==> src/rtl/qos_classifier.sv <==
`default_nettype none
// ============================================================================
// Module   : qos_classifier
// Purpose  : one-entry hold register routing words to per-class FIFO queues
//            with stall-or-drop on full and saturating statistics counters.
// Revision : 1.0
// ============================================================================
module qos_classifier #(
  parameter int DATA_BITS      = 8,
  parameter int QUEUE_QUANTITY = 4,
  parameter bit DROP_ON_FULL   = 1'b0,
  parameter int CNT_BITS       = 8
) (
  input  logic                               clk,
  input  logic                               reset,
  input  logic [DATA_BITS-1:0]               data_in,
  input  logic                               valid_in,
  output logic                               ready_out,
  input  logic [QUEUE_QUANTITY-1:0]          fifo_full,
  output logic [DATA_BITS-1:0]               fifo_data,
  output logic [QUEUE_QUANTITY-1:0]          fifo_wr_en,
  output logic [QUEUE_QUANTITY*CNT_BITS-1:0] pass_count,
  output logic [CNT_BITS-1:0]                drop_count
);

  localparam int                NUM_CLASSES = 4;
  localparam logic [CNT_BITS-1:0] CNT_MAX   = '1;

  typedef enum logic [0:0] {
    EMPTY = 1'b0,
    HELD  = 1'b1
  } state_e;

  state_e               state_q, state_d;
  logic [DATA_BITS-1:0] held_data_q, held_data_d;
  logic [1:0]           held_class_q, held_class_d;
  logic [CNT_BITS-1:0]  pass_q [QUEUE_QUANTITY];
  logic [CNT_BITS-1:0]  pass_d [QUEUE_QUANTITY];
  logic [CNT_BITS-1:0]  drop_q, drop_d;

  logic [NUM_CLASSES-1:0] full_by_class;
  logic                   target_full;
  logic                   write_w;
  logic                   drop_w;
  logic                   accept_w;

  // Classes with no backing queue look permanently full, so they stall or drop.
  for (genvar c = 0; c < NUM_CLASSES; c++) begin : g_full
    if (c < QUEUE_QUANTITY) begin : g_real
      assign full_by_class[c] = fifo_full[c];
    end else begin : g_absent
      assign full_by_class[c] = 1'b1;
    end
  end

  assign target_full = full_by_class[held_class_q];
  assign write_w     = !reset && (state_q == HELD) && !target_full;
  assign drop_w      = DROP_ON_FULL && !reset && (state_q == HELD) && target_full;

  always_comb begin
    ready_out = 1'b0;
    if (!reset) begin
      if (DROP_ON_FULL) begin
        ready_out = 1'b1;
      end else begin
        ready_out = (state_q == EMPTY) || !target_full;
      end
    end
  end

  assign accept_w = valid_in && ready_out;

  for (genvar q = 0; q < QUEUE_QUANTITY; q++) begin : g_wr
    if (q < NUM_CLASSES) begin : g_route
      assign fifo_wr_en[q] = write_w && (held_class_q == 2'(q));
    end else begin : g_unused
      assign fifo_wr_en[q] = 1'b0;
    end
    assign pass_count[q*CNT_BITS +: CNT_BITS] = pass_q[q];
  end

  assign fifo_data  = held_data_q;
  assign drop_count = drop_q;

  // A departing word (written or dropped) frees the slot for a word accepted
  // on the same edge, which keeps the path at one word per cycle.
  always_comb begin
    state_d      = state_q;
    held_data_d  = held_data_q;
    held_class_d = held_class_q;
    if (accept_w) begin
      state_d      = HELD;
      held_data_d  = data_in;
      held_class_d = data_in[DATA_BITS-1 -: 2];
    end else if (write_w || drop_w) begin
      state_d = EMPTY;
    end
  end

  always_comb begin
    for (int q = 0; q < QUEUE_QUANTITY; q++) begin
      pass_d[q] = pass_q[q];
      if (fifo_wr_en[q] && (pass_q[q] != CNT_MAX)) begin
        pass_d[q] = pass_q[q] + CNT_BITS'(1);
      end
    end
    drop_d = drop_q;
    if (drop_w && (drop_q != CNT_MAX)) begin
      drop_d = drop_q + CNT_BITS'(1);
    end
  end

  always_ff @(posedge clk) begin
    if (reset) begin
      state_q      <= EMPTY;
      held_data_q  <= '0;
      held_class_q <= '0;
      for (int q = 0; q < QUEUE_QUANTITY; q++) begin
        pass_q[q] <= '0;
      end
      drop_q <= '0;
    end else begin
      state_q      <= state_d;
      held_data_q  <= held_data_d;
      held_class_q <= held_class_d;
      for (int q = 0; q < QUEUE_QUANTITY; q++) begin
        pass_q[q] <= pass_d[q];
      end
      drop_q <= drop_d;
    end
  end

endmodule
`default_nettype wire

==> config.mk <==
export PLATFORM = sky130hd
export DESIGN_NAME = qos_classifier
export DESIGN_NICKNAME = d
export VERILOG_FILES = /design/src/rtl/qos_classifier.sv
export SDC_FILE = /design/constraint.sdc
export NUM_CORES = 1
export LEC_CHECK = 0
export CAP_MARGIN = 5
export CELL_PAD_IN_SITES_DETAIL_PLACEMENT = 2
export CELL_PAD_IN_SITES_GLOBAL_PLACEMENT = 2
export CORE_UTILIZATION = 27
export DETAILED_ROUTE_END_ITERATION = 10
export PLACE_DENSITY = 0.83
export SLEW_MARGIN = 25
export SYNTH_ARGS = -nofsm -noshare
export SYNTH_HDL_FRONTEND = slang
export SYNTH_SLANG_ARGS = --single-unit
==> constraint.sdc <==
create_clock -name clk -period 2.6 [get_ports clk]
set_clock_uncertainty 0.05 [all_clocks]
set_input_delay 0.26 -clock clk [delete_from_list [all_inputs] [get_ports clk]]
set_output_delay 0.26 -clock clk [all_outputs]
set_load 0.01 [all_outputs]
==> flow_metrics.py <==
metrics = {
    "worst_setup_path": {
        "rr_startpoint": "held_class_q[1]",
        "crit_path_start_kind": "register",
        "critical_path_buf_inv_count": 2,
        "startpoint": "held_class_q[1]",
        "critPathTopFamily": "buffers and inverters",
        "max_stage_delay_ns": 0.58,
        "crit_chain": "nand4b_1 > or2_1 > inv_1 > clkdlybuf4s50_1",
        "cp_max_fo": 10,
        "cp-end-kind": "output pin",
        "cp.arrival_ns": 2.14,
        "cpMaxStageDelayCell": "dfxtp_1",
        "required_ns": 2.29,
        "crit_type": "reg -> out",
    },
    "sta": {
        "finalCriticalPeriod_ns": 2.45,
        "worst_slew_pin_slew_ns": 0.606,
        "tns_ns": 0,
        "final-max-slew-violation-count": 0,
        "finalHoldViolCount": 0,
        "post-route-period-util_pct": 94.1,
        "max_freq_mhz": 409,
        "setup-violations-final": 0,
        "rsz0062_at_grt": "false",
        "maxSlewHeadroom_pct": 59.3,
    },
    "routing": {
        "postRouteAntennaNets": 0,
        "viasPerCell": 4.98,
        "drt_wl_total_mm": 6.34,
        "drc_errors": 0,
        "num_vias": 1979,
        "drtIter0Drc": 35,
        "wl_per_cell_um": 16.0,
        "first_pass_iters": 4,
    },
    "synth": {
        "synth-compound-area-share_pct": 13.2,
        "avgSynthCellArea_um2": 9.09,
        "synthMuxAreaShare_pct": 9.73,
        "synthXorXnorAreaFrac_pct": 2.49,
        "synth_edf_count": 0,
        "synthFlopType": "dfxtp_1",
        "synth_top_family_by_area": "simple AND/OR/NAND/NOR gates",
        "yosys_warnings": 0,
        "syn_inst": 232,
        "synth.distinct_cells": 47,
        "ys_ff_latch": 41,
        "synth-simple-area-share_pct": 27.1,
        "async_reset_ff_share_pct": 0,
        "yosys.area_share.adder_pct": 2.37,
        "netlist_area_um2": 2110,
        "synth_seq_area_share_pct": 38.9,
    },
    "place": {
        "gp_congestion": 0.722,
        "place_hpwl_mm": 4.69,
        "port_buffers": 59,
    },
    "global_routing": {
        "grtUsageMet3_pct": 3.20,
        "overflow": 0,
        "grt.busiest_layer": "met2",
        "antenna_found_initial": 0,
        "grt_pass1_wl_mm": 10.9,
        "grt_use_met1_pct": 19.9,
        "grt_pass1_vias": 2116,
        "use_met2_pct": 29.5,
        "grt_usage_pct": 16.4,
        "grt_max_degree": 20,
    },
    "final_layout": {
        "syn2layout_area_growth_pct": 39.2,
        "final_util_pct": 39.6,
        "drive_gt1_share_pct": 11.1,
        "final_common_cell": "clkdlybuf4s50_1",
        "nets": 316,
        "diodes": 0,
        "most-common-layout-cells": "clkdlybuf4s50_1 (59), dfxtp_1 (40), nor2_1 (24)",
    },
    "clock_tree": {
        "clock_latency_ns": 0.30,
        "cts-root-buf": "clkbuf_8",
        "clockBufferDepth": 2,
        "cts.clk_slew.worst_paths_ns": 0.09,
        "cts.sinks": 41,
        "post_cts_buffers": 0,
        "tritoncts": "yes",
        "cts_buffers": 5,
        "htree_levels": 2,
        "hold_buffers": 0,
    },
    "hold_path": {
        "hp-class": "reg -> reg",
        "hp-start": "pass_q[0][7]",
    },
    "die": {
        "die_area_um2": 8170,
        "die_h_um": 90.4,
        "core.rowCount": 31,
        "ios": 68,
        "initial_core_util_pct": 28.5,
        "dieWidth_um": 90.4,
        "core_area_um2": 7410,
    },
    "flow_run": {
        "max-cap-violations": 0,
    },
    "power_and_ir_drop": {
        "leakagePower_nw": 1.04,
        "vdd.ir_drop.worst_mv": 0.207,
        "power.density_nw_per_um2": 454,
    },
    "status": {
        "outcome": "finished clean",
    },
}
==> cells in the mapped netlist, types with 2 or more instances <==
library cell,n,area [um2]
a211oi_1,3,22.5
o41ai_1,2,17.5
mux2i_1,7,70.1
dfxtp_1,41,821
inv_1,10,37.5
nand2_1,14,52.6
xnor2_1,6,52.6
a211o_1,3,26.3
and2_1,4,25.0
buf_4,8,60.1
buf_2,2,10.0
buf_1,2,7.51
nand4b_1,5,43.8
nand3_1,10,50.1
ha_1,4,50.1
o31ai_1,2,15.0
mux2_2,8,90.1
nand4bb_1,2,22.5
clkbuf_1,3,11.3
mux2_1,2,22.5
nor4_1,2,12.5
nand4_1,4,25.0
nand3b_1,2,15.0
nor3_1,3,15.0
o21ai_0,7,35.0
a21oi_1,13,65.1
and3_1,5,31.3
nor4b_2,2,30.0
nor2_1,24,90.1
nor2b_1,9,56.3
a31o_2,2,17.5
and4_1,4,35.0
o311ai_0,3,26.3
==> per-layer routing <==
metal  wire [um]  vias up
li1            -      954
met1        2830      979
met2        3230       41
met3         231        5
met4          51        0
met5           0        -
==> cells by family (layout without fill, tap and decap cells) <==
group                    count (synthesis)  after routing
other                                    1              8
multiplexers                            18             18
AO/OA/AOI/OAI                           40             40
XOR/XNOR                                 6              6
buffers and inverters                   25             84
flip-flops                              41             41
adder cells (fa/ha/maj)                  4              4
AND/OR/NAND/NOR                         97             97
==> state kept, by name (all words and copies together) (netlist names) <==
| register | count |
|---|---|
| fifo_data | 6 |
| state_q | 1 |
| held_class_q | 2 |
| pass_q | 32 |
==> power breakdown <==
part / internal (mW) / switching [mW] / leakage [nW]
Combinational: 0.0701 / 0.0567 / 0.648
Clock: 0.312 / 0.237 / 0.0574
Sequential: 0.640 / 0.0143 / 0.333
Total: 1.02 / 0.308 / 1.04
==> worst paths after layout <==
kind	slack (ns)	cells after the start	to
worst max register to register	0.46	4	fifo_data[0]
worst min-delay path	0.45	1	pass_q[0][7]
worst min register to register	0.45	1	pass_q[0][7]
worst max-delay path	0.15	4	fifo_wr_en[3]
==> final cells by class <==
class                   instances  area [um2]
repair buffers                 66         643
fillers                       832        4470
flip-flops and latches         41         822
clock inverters                 2        37.5
inverters                      10        37.5
clock buffers                   6        82.6
multi-input cells             173        1190
well taps                      99         124
==> what timing repair did <==
action / 4_1_cts / 5_1_grt
gates resized for setup: 0 / 1
endpoints found under the hold margin: 0 / 0
endpoints found under the setup margin: 0 / 1
==> through the flow <==
step / worst slack, ns / hold WS (ns) / instance area, um2 / power (mW) / cells
2_1_floorplan: 0.548 / 0.331 / 2130 / 0.733 / 239
3_3_place_gp: 0.150 / 0.434 / 2810 / 0.791 / 389
3_5_place_dp: 0.154 / 0.440 / 2810 / 0.796 / 389
4_1_cts: 0.0530 / 0.458 / 2930 / 1.35 / 397
5_1_grt: 0.0205 / 0.469 / 2930 / 1.39 / 397
6_report: 0.154 / 0.449 / 2930 / 1.33 / 397
==> worst register-to-register path, cell delays in order, from the launching register on <==
cell     delay (ns)
dfxtp_1        0.58
mux4_2         0.36
and2_1         0.22
nor3b_4        0.43
mux2_2         0.39
Power figures use the tool's default switching activity.
